[src/rtl/bit_serial_adder_pkg.sv]
// Shared definitions for the bit-serial adder.
//   state_t   : controller states (IDLE, RUN, DONE)
//   idx_width : width of the bit-index counter for a given operand width
package bit_serial_adder_pkg;

  typedef enum logic [1:0] {
    IDLE = 2'd0,
    RUN  = 2'd1,
    DONE = 2'd2
  } state_t;

  // clog2-based counter width, never narrower than one bit.
  function automatic int idx_width(input int width);
    return (width <= 2) ? 1 : $clog2(width);
  endfunction

endpackage

[src/rtl/bit_serial_adder_fa.sv]
// Single-bit full adder cell (purely combinational).
//   a, b, ci : addend bits and carry-in
//   s, co    : sum bit and carry-out
module bit_serial_adder_fa (
  input  logic a,
  input  logic b,
  input  logic ci,
  output logic s,
  output logic co
);

  assign s  = a ^ b ^ ci;
  assign co = (a & b) | (a & ci) | (b & ci);

endmodule

[src/rtl/bit_serial_adder.sv]
// Bit-serial adder controller: {co,s} = a + b + ci, one bit per cycle, LSB
// first, through a single full-adder cell.
//   clk, rst_n     : clock, synchronous active-low reset
//   a, b, ci       : operands and carry-in, sampled only when accepted
//   in_vld, in_rd  : operand handshake (in_rd high only in IDLE)
//   s, co, ovf     : registered result (held at last value outside DONE)
//   out_vld, out_rd: result handshake (out_vld high only in DONE)
//   busy           : high in RUN or DONE
module bit_serial_adder
  import bit_serial_adder_pkg::*;
#(
  parameter int DATA_WIDTH = 8
) (
  input  logic                  clk,
  input  logic                  rst_n,
  input  logic [DATA_WIDTH-1:0] a,
  input  logic [DATA_WIDTH-1:0] b,
  input  logic                  ci,
  input  logic                  in_vld,
  output logic                  in_rd,
  output logic [DATA_WIDTH-1:0] s,
  output logic                  co,
  output logic                  ovf,
  output logic                  out_vld,
  input  logic                  out_rd,
  output logic                  busy
);

  localparam int              IDX_W    = idx_width(DATA_WIDTH);
  localparam logic [IDX_W-1:0] IDX_LAST = IDX_W'(DATA_WIDTH - 1);

  state_t                  state_reg, state_next;
  logic [DATA_WIDTH-1:0]   a_sh_reg, b_sh_reg, sum_sh_reg;
  logic                    carry_reg;
  logic [IDX_W-1:0]        idx_reg;
  logic [DATA_WIDTH-1:0]   s_reg;
  logic                    co_reg, ovf_reg;
  logic                    in_rd_reg;
  logic                    fa_s, fa_co;
  logic                    accept, last_bit;

  bit_serial_adder_fa u_fa (
    .a  (a_sh_reg[0]),
    .b  (b_sh_reg[0]),
    .ci (carry_reg),
    .s  (fa_s),
    .co (fa_co)
  );

  assign accept   = (state_reg == IDLE) && in_rd_reg && in_vld;
  assign last_bit = (state_reg == RUN) && (idx_reg == IDX_LAST);

  always_comb begin
    state_next = state_reg;
    case (state_reg)
      IDLE:    if (in_vld && in_rd_reg) state_next = RUN;
      RUN:     if (idx_reg == IDX_LAST) state_next = DONE;
      DONE:    if (out_rd) state_next = IDLE;
      default: state_next = IDLE;
    endcase
  end

  always_ff @(posedge clk) begin
    if (!rst_n) begin
      state_reg  <= IDLE;
      in_rd_reg  <= 1'b0;
      a_sh_reg   <= '0;
      b_sh_reg   <= '0;
      sum_sh_reg <= '0;
      carry_reg  <= 1'b0;
      idx_reg    <= '0;
      s_reg      <= '0;
      co_reg     <= 1'b0;
      ovf_reg    <= 1'b0;
    end else begin
      state_reg <= state_next;
      // Registered ready: low throughout reset, high the cycle after the
      // first edge that sees rst_n high, and whenever IDLE is entered.
      in_rd_reg <= (state_next == IDLE);

      if (accept) begin
        a_sh_reg  <= a;
        b_sh_reg  <= b;
        carry_reg <= ci;
        idx_reg   <= '0;
      end else if (state_reg == RUN) begin
        a_sh_reg   <= a_sh_reg >> 1;
        b_sh_reg   <= b_sh_reg >> 1;
        sum_sh_reg <= {fa_s, sum_sh_reg[DATA_WIDTH-1:1]};
        carry_reg  <= fa_co;
        idx_reg    <= idx_reg + 1'b1;
      end

      // Result registers update only on the MSB step, so they hold their
      // last value through IDLE and RUN. carry_reg is still the carry into
      // the MSB here, which is what signed overflow compares against.
      if (last_bit) begin
        s_reg   <= {fa_s, sum_sh_reg[DATA_WIDTH-1:1]};
        co_reg  <= fa_co;
        ovf_reg <= carry_reg ^ fa_co;
      end
    end
  end

  assign in_rd   = in_rd_reg;
  assign s       = s_reg;
  assign co      = co_reg;
  assign ovf     = ovf_reg;
  assign out_vld = (state_reg == DONE);
  assign busy    = (state_reg != IDLE);

endmodule

[config.mk]
export PLATFORM = sky130hd
export DESIGN_NAME = bit_serial_adder
export DESIGN_NICKNAME = d
export VERILOG_FILES = /design/src/rtl/bit_serial_adder_pkg.sv /design/src/rtl/bit_serial_adder_fa.sv /design/src/rtl/bit_serial_adder.sv
export SDC_FILE = /design/constraint.sdc
export NUM_CORES = 1
export LEC_CHECK = 0
export CAP_MARGIN = 0
export CORE_MARGIN = 2
export CORE_UTILIZATION = 45
export DETAILED_ROUTE_END_ITERATION = 10
export PLACE_DENSITY = 0.71
export RECOVER_POWER = 25
export SLEW_MARGIN = 20
export SYNTH_ARGS = -nofsm -noshare
export SYNTH_HDL_FRONTEND = slang
export SYNTH_SLANG_ARGS = --single-unit
[constraint.sdc]
create_clock -name clk -period 1.8 [get_ports clk]
set_input_delay 0.27 -clock clk [delete_from_list [all_inputs] [get_ports clk]]
set_output_delay 0.27 -clock clk [all_outputs]
set_load 0.01 [all_outputs]
==> results of run 1 <==
[stage by stage]
stage | setup WS (ns) | hold slack (ns)
after floorplan | 0.4616 | 0.4149
after global placement | 0.2954 | 0.4458
after detailed placement | 0.2302 | 0.4556
after CTS | 0.06094 | 0.4664
after global routing | 0.0004485 | 0.4836
final | 0.08099 | 0.4602
[layout by cell type (no fill, tap or decap), drive strengths merged]
cell,instances
clkdlybuf4s50,33
or2,1
dfxtp,40
nand4bb,1
a22oi,3
o21a,1
and3b,1
a31oi,1
o211a,1
fa,1
nand2b,1
buf,3
and2,1
a21oi,24
nor4bb,1
nand3b,1
o21ai,13
nor2b,3
nor2,1
nand2,53
a21boi,21
nor3,1
clkbuf,10
xnor2,2
bufinv,1
ha,2
nand3,5
[final cells by class]
type | count | area [µm²] | area share
Tap cell | 48 | 60.06 | 0.02709
Clock buffer | 7 | 96.34 | 0.04345
Multi-Input combinational cell | 139 | 849.6 | 0.3832
Sequential cell | 40 | 802.0 | 0.3617
Timing Repair Buffer | 39 | 379.1 | 0.1710
Clock inverter | 1 | 30.03 | 0.01354
[routing by layer]
metal | up-vias | GRT usage | wire, µm
met2 | 38 | 0.3300 | 1759
met1 | 650 | 0.1787 | 1474
met5 | - | 0 | 0
li1 | 717 | - | -
met4 | 0 | 0.06122 | 54
met3 | 5 | 0.05111 | 167
[how the worst min path moves through the flow]
stage / from / end / slack (ns) / cells past startpoint
global route: idx_reg[1] / idx_reg[1] / 0.48 / 2
floorplan: a[7] / a_sh_reg[7] / 0.41 / 2
detailed placement: s[3] / s[3] / 0.46 / 2
global placement: idx_reg[1] / idx_reg[1] / 0.45 / 2
finish: s[3] / s[3] / 0.46 / 2
CTS: s[3] / s[3] / 0.47 / 2
[worst reg2reg max path, stage by stage (launching register included)]
cell	delay, ns
dfxtp_2	0.40
nand2b_1	0.32
clkbuf_2	0.51
nand3_1	0.14
a21boi_0	0.21
[logic make-up (layout without fill, tap and decap cells)]
logic type      after synthesis  count (layout)  synth area share
compound gates               64              64            0.2667
buf+inv                      15              47           0.06039
fa+ha+maj                     3               3           0.02588
simple gates                 70              70            0.1769
xor+xnor                      2               2           0.01007
flops                        40              40            0.4601
[power by group]
part | internal [µW] | switching, µW | total, µW | leakage, µW
Combinational | 119 | 118 | 238 | 0.000366
Sequential | 922 | 27.8 | 950 | 0.000326
Clock | 489 | 302 | 791 | 0.0000645
==> flow_metrics.env, run 1 <==
export IMPL_synth_avg_cell_area_um2=8.971
export IMPL_synthTopCellsByCount="nand2_1 (53), dfxtp_1 (40), a21oi_2 (20)"
export IMPL_clkTransAtPathRegs_ns=0.07
export IMPL_setup_violations_final=0
export IMPL_reg2reg_to="a_sh_reg[7]"
export IMPL_cts_root_buf="clkbuf_8"
export IMPL_fin_util=0.6011
export IMPL_reg2reg_depth=4
export IMPL_num_fill_cells=337
export IMPL_fmaxAchievable_mhz=581.7
export IMPL_critPathMaxFanout=8
export IMPL_hold_viol=0
export IMPL_wl_um=3456
export IMPL_detail_route_wl_per_cell_um=12.61
export IMPL_grt_pass1_wl_um=5733
export IMPL_hpwl_um=2372
export IMPL_cts_resized=1
export IMPL_postCtsSetupBuffers=0
export IMPL_crit_path_start_kind="flop"
export IMPL_ys_warn_count=0
export IMPL_core_um2=3689
export IMPL_critPathCapture="busy"
export IMPL_p_leak_uw=0.0007561
export IMPL_power_uw=1979
export IMPL_fin_area_um2=2217
export IMPL_worst_setup_path_type="reg -> out"
export IMPL_syn_nets=218
export IMPL_fin_crit_ns=1.719
export IMPL_synth_cell_area_um2=1740
export IMPL_synth_most_common_cell="nand2_1"
export IMPL_vias_per_cell=5.146
export IMPL_die_height_um=66.19
export IMPL_ir_worst_vdd_uv=502.7
export IMPL_portBuffers=33
export IMPL_clock_latency_ns=0.29
export IMPL_antenna_found_initial=0
export IMPL_cp_depth=2
export IMPL_slew_headroom=0.6512
export IMPL_worstReg2RegStart="state_reg[1]"
export IMPL_tns_ns=0
export IMPL_cts_hold_buffers=0
export IMPL_drc=0
export IMPL_num_io_pins=34
export IMPL_slew_viol_final=0
export IMPL_gp_congestion=0.7031
export IMPL_crit_slowest_cell="clkdlybuf4s50_1"
export IMPL_initial_utilization=0.4718
export IMPL_crit_arrival_ns=1.45
export IMPL_tightest_slew_ns=0.5232
export IMPL_grt_overflow=0
export IMPL_r2r_slack_ns=0.14
export IMPL_drive_gt1_frac=0.1593
export IMPL_clock_path_buffers=2
export IMPL_required_ns=1.53
export IMPL_diodes=0
export IMPL_synthTopCellsByArea="dfxtp_1 (46%), nand2_1 (11%), a21oi_2 (10%), a21boi_0 (6.0%), o21ai_0 (3.5%)"
export IMPL_skew_ns=0.002894
export IMPL_ant_nets=0
export IMPL_grt_max_degree=38
export IMPL_finalCritPeriodShare=0.9550
export IMPL_cts_buffers=5
export IMPL_synth_distinct_cells=31
export IMPL_status="complete, no violations"
export IMPL_synthArstFlopShare=0
export IMPL_die_area_um2=4381
export IMPL_crit_path_end_kind="output pin"
export IMPL_crit_family="buffers and inverters"
export IMPL_ys_ff_latch=40
export IMPL_startpoint="state_reg[0]"
export IMPL_grt_pass1_vias=1307
export IMPL_cts_tree="done"
export IMPL_cts_sinks=40
export IMPL_rsz0062_at_grt="no"
export IMPL_rows=22
export IMPL_powerDensity_nw_per_um2=892.5
export IMPL_path_cells="or2_2 -> clkdlybuf4s50_1"
export IMPL_layout_cells_non_filler=274
export IMPL_syn_inst=194
export IMPL_dp_cells=266
export IMPL_ys_seq_area_frac=0.4601
export IMPL_dpl_cell_area_um2=2111
export IMPL_synth_top_area_frac=0.4601
export IMPL_vias=1410
export IMPL_synth_edf_count=0
export IMPL_final_nets=249
export IMPL_cts_htree_levels=2
export IMPL_syn2layout_area_growth_pct=27.39
export IMPL_drtIter0Drc=66
export IMPL_grt_total_usage=0.1741
export IMPL_min_path_type="reg -> reg"
export IMPL_first_pass_iters=5
export IMPL_worst_path_buf_inv=1
export IMPL_synthFlopType="dfxtp_1"
export IMPL_die_x_um=66.19
export IMPL_yosysTopAreaCell="dfxtp_1"
export IMPL_drv_max_cap_violation_count=0
export IMPL_slowest_delay_ns=0.48
(Power assumes the default switching activity.)
==> run 2, diff against run 1 <==
--- a/config.mk
+++ b/config.mk
@@ -9,6 +9,7 @@
 export CORE_MARGIN = 2
 export CORE_UTILIZATION = 45
 export DETAILED_ROUTE_END_ITERATION = 10
+export GPL_ROUTABILITY_DRIVEN = 0
 export PLACE_DENSITY = 0.71
 export RECOVER_POWER = 25
 export SLEW_MARGIN = 20
==> results of run 2 <==
Final layout, timing and power as in run 1 (identical DEF).
==> run 3, diff against run 2 <==
--- a/config.mk
+++ b/config.mk
@@ -7,10 +7,11 @@
 export LEC_CHECK = 0
 export CAP_MARGIN = 0
 export CORE_MARGIN = 2
-export CORE_UTILIZATION = 45
+export CORE_UTILIZATION = 50
+export CTS_CLUSTER_SIZE = 8
 export DETAILED_ROUTE_END_ITERATION = 10
 export GPL_ROUTABILITY_DRIVEN = 0
-export PLACE_DENSITY = 0.71
+export PLACE_DENSITY = 0.78
 export RECOVER_POWER = 25
 export SLEW_MARGIN = 20
 export SYNTH_ARGS = -nofsm -noshare
==> run 3 against run 2 <==
Compared with the run above:
- combinational power is essentially flat
- cell area shrank 3.0%
- setup slack gained 0.11 ns
- die area shrank 9.4%
- routed wire length shrank 2.7%
- critical path depth is the same
- register-to-register slack gained 0.21 ns
- count of clock-buffer cells in the layout grew 1
- critical endpoint unchanged
==> flow_metrics.env, run 3 (same netlist as run 1, synthesis figures left out) <==
export IMPL_grt_max_degree=38
export IMPL_initial_utilization=0.5216
export IMPL_drc=0
export IMPL_fin_util=0.6445
export IMPL_switching_power_uw=412.8
export IMPL_met1_length_um=1423
export IMPL_clkPwrFrac=0.280
export IMPL_crit_path_start_kind="flop"
export IMPL_first_pass_iters=4
export IMPL_fin_area_um2=2151
export IMPL_hold_depth=2
export IMPL_wl_um=3364
export IMPL_power_frac_seq=0.577
export IMPL_core_um2=3337
export IMPL_finalCritPeriodShare=0.8939
export IMPL_crit_slowest_cell="dfxtp_1"
export IMPL_grt_pass1_vias=1422
export IMPL_hpwl_um=2351
export IMPL_holdWs_ns=0.4655
export IMPL_maxUsedRoutingLayer="met4"
export IMPL_syn2layout_area_growth_pct=23.58
export IMPL_setup_violations_final=0
export IMPL_clkTransAtPathRegs_ns=0.11
export IMPL_fin_crit_ns=1.609
export IMPL_portBuffers=33
export IMPL_grt_total_usage=0.1874
export IMPL_r2r_slack_ns=0.35
export IMPL_swShare=0.2508
export IMPL_die_height_um=63
export IMPL_crit_path_end_kind="output pin"
export IMPL_cts_htree_levels=2
export IMPL_min_to="s[6]"
export IMPL_fmaxAchievable_mhz=621.5
export IMPL_cts_tree="done"
export IMPL_hp_start="s[6]"
export IMPL_crit_arrival_ns=1.34
export IMPL_drive_gt1_frac=0.1454
export IMPL_p_int_uw=1233
export IMPL_cts_sinks=40
export IMPL_tightest_slew_ns=0.3867
export IMPL_grt_pass1_wl_um=5892
export IMPL_num_io_pins=34
export IMPL_rsz0062_at_grt="no"
export IMPL_rows=21
export IMPL_die_x_um=63
export IMPL_required_ns=1.53
export IMPL_antenna_found_initial=0
export IMPL_vias=1417
export IMPL_powerDensity_nw_per_um2=765.2
export IMPL_layout_commonest_cell="nand2_1"
export IMPL_worstReg2RegStart="idx_reg[0]"
export IMPL_grt_overflow=0
export IMPL_die_area_um2=3969
export IMPL_path_cells="or2_2 -> dlygate4sd2_1"
export IMPL_wl_met3_um=173
export IMPL_p_leak_uw=0.0007533
export IMPL_layout_common_cells="nand2_1 (53), dfxtp_1 (39), clkdlybuf4s50_1 (31), a21oi_2 (18), a21boi_0 (17)"
export IMPL_reg2reg_to="s[5]"
export IMPL_final_nets=250
export IMPL_drv_max_cap_violation_count=0
export IMPL_clock_latency_ns=0.34
export IMPL_cts_buffers=5
export IMPL_ant_nets=0
export IMPL_slew_viol_final=0
export IMPL_tns_ns=0
export IMPL_min_path_type="reg -> reg"
export IMPL_power_uw=1646
export IMPL_slowest_delay_ns=0.40
export IMPL_worst_setup_path_type="reg -> out"
export IMPL_drtIter0Drc=91
export IMPL_slew_headroom=0.7422
export IMPL_skew_ns=0.003513
export IMPL_status="complete, no violations"
export IMPL_dpl_cell_area_um2=2103
export IMPL_detail_route_wl_per_cell_um=12.32
export IMPL_clock_path_buffers=2
export IMPL_reg2reg_depth=5
export IMPL_vias_per_cell=5.190
export IMPL_wl_met2_um=1735
export IMPL_power_frac_comb=0.143
export IMPL_ir_worst_vdd_uv=421.5
export IMPL_cts_root_buf="clkbuf_4"
export IMPL_hold_viol=0
export IMPL_critPathMaxFanout=8
export IMPL_diodes=0
==> run 3: timing repair <==
item | 4_1_cts | 5_1_grt
hold buffers | 0 | 0
gates cloned | 0 | 0
resized for setup | 4 | 1
setup buffers | 0 | 0
endpoints found under the setup margin | 2 | 1
==> run 3: how the worst max path moves through the flow <==
| stage | startpoint | cells past startpoint | endpoint |
|---|---|---|---|
| 3_3_place_gp | in_vld | 5 | b_sh_reg[0] |
| 2_1_floorplan | idx_reg[0] | 5 | ovf |
| 4_1_cts | state_reg[1] | 2 | out_vld |
| 6_report | state_reg[0] | 2 | busy |
| 3_5_place_dp | in_vld | 5 | b_sh_reg[3] |
| 5_1_grt | state_reg[0] | 2 | busy |
==> run 3: worst max-delay path, delay by kind of cell (launching register included) <==
family / cells / cell delay (ns)
AND/OR/NAND/NOR: 1 / 0.31
buffers and inverters: 1 / 0.29
flip-flops: 1 / 0.40
==> run 3: per-layer routing <==
metal,track usage,vias up
met5,0,-
met4,0.09444,0
met3,0.03784,3
met2,0.3457,34
met1,0.1995,662
li1,-,718
==> run 3: power by group through the flow <==
| stage | Clock (µW) | Sequential [µW] | Combinational, µW |
|---|---|---|---|
| floorplan | 0 | 965 | 165 |
| global placement | 0 | 968 | 235 |
| detailed placement | 0 | 971 | 241 |
| CTS | 486 | 950 | 243 |
| global route | 533 | 954 | 256 |
| finish | 461 | 949 | 235 |
==> run 3: cell type report <==
| type | instances | area (µm²) |
|---|---|---|
| Fill cell | 315 | 1186 |
| Multi-Input combinational cell | 139 | 842.1 |
| Sequential cell | 40 | 804.5 |
| Timing Repair Buffer | 40 | 387.9 |
| Clock buffer | 8 | 58.81 |
| Tap cell | 46 | 57.56 |
==> run 3: through the flow <==
stage | std cells | worst slack, ns
CTS | 273 | 0.02470
global route | 273 | 0.1227
global placement | 265 | 0.2888
floorplan | 194 | 0.4616
finish | 273 | 0.1910
detailed placement | 265 | 0.2248
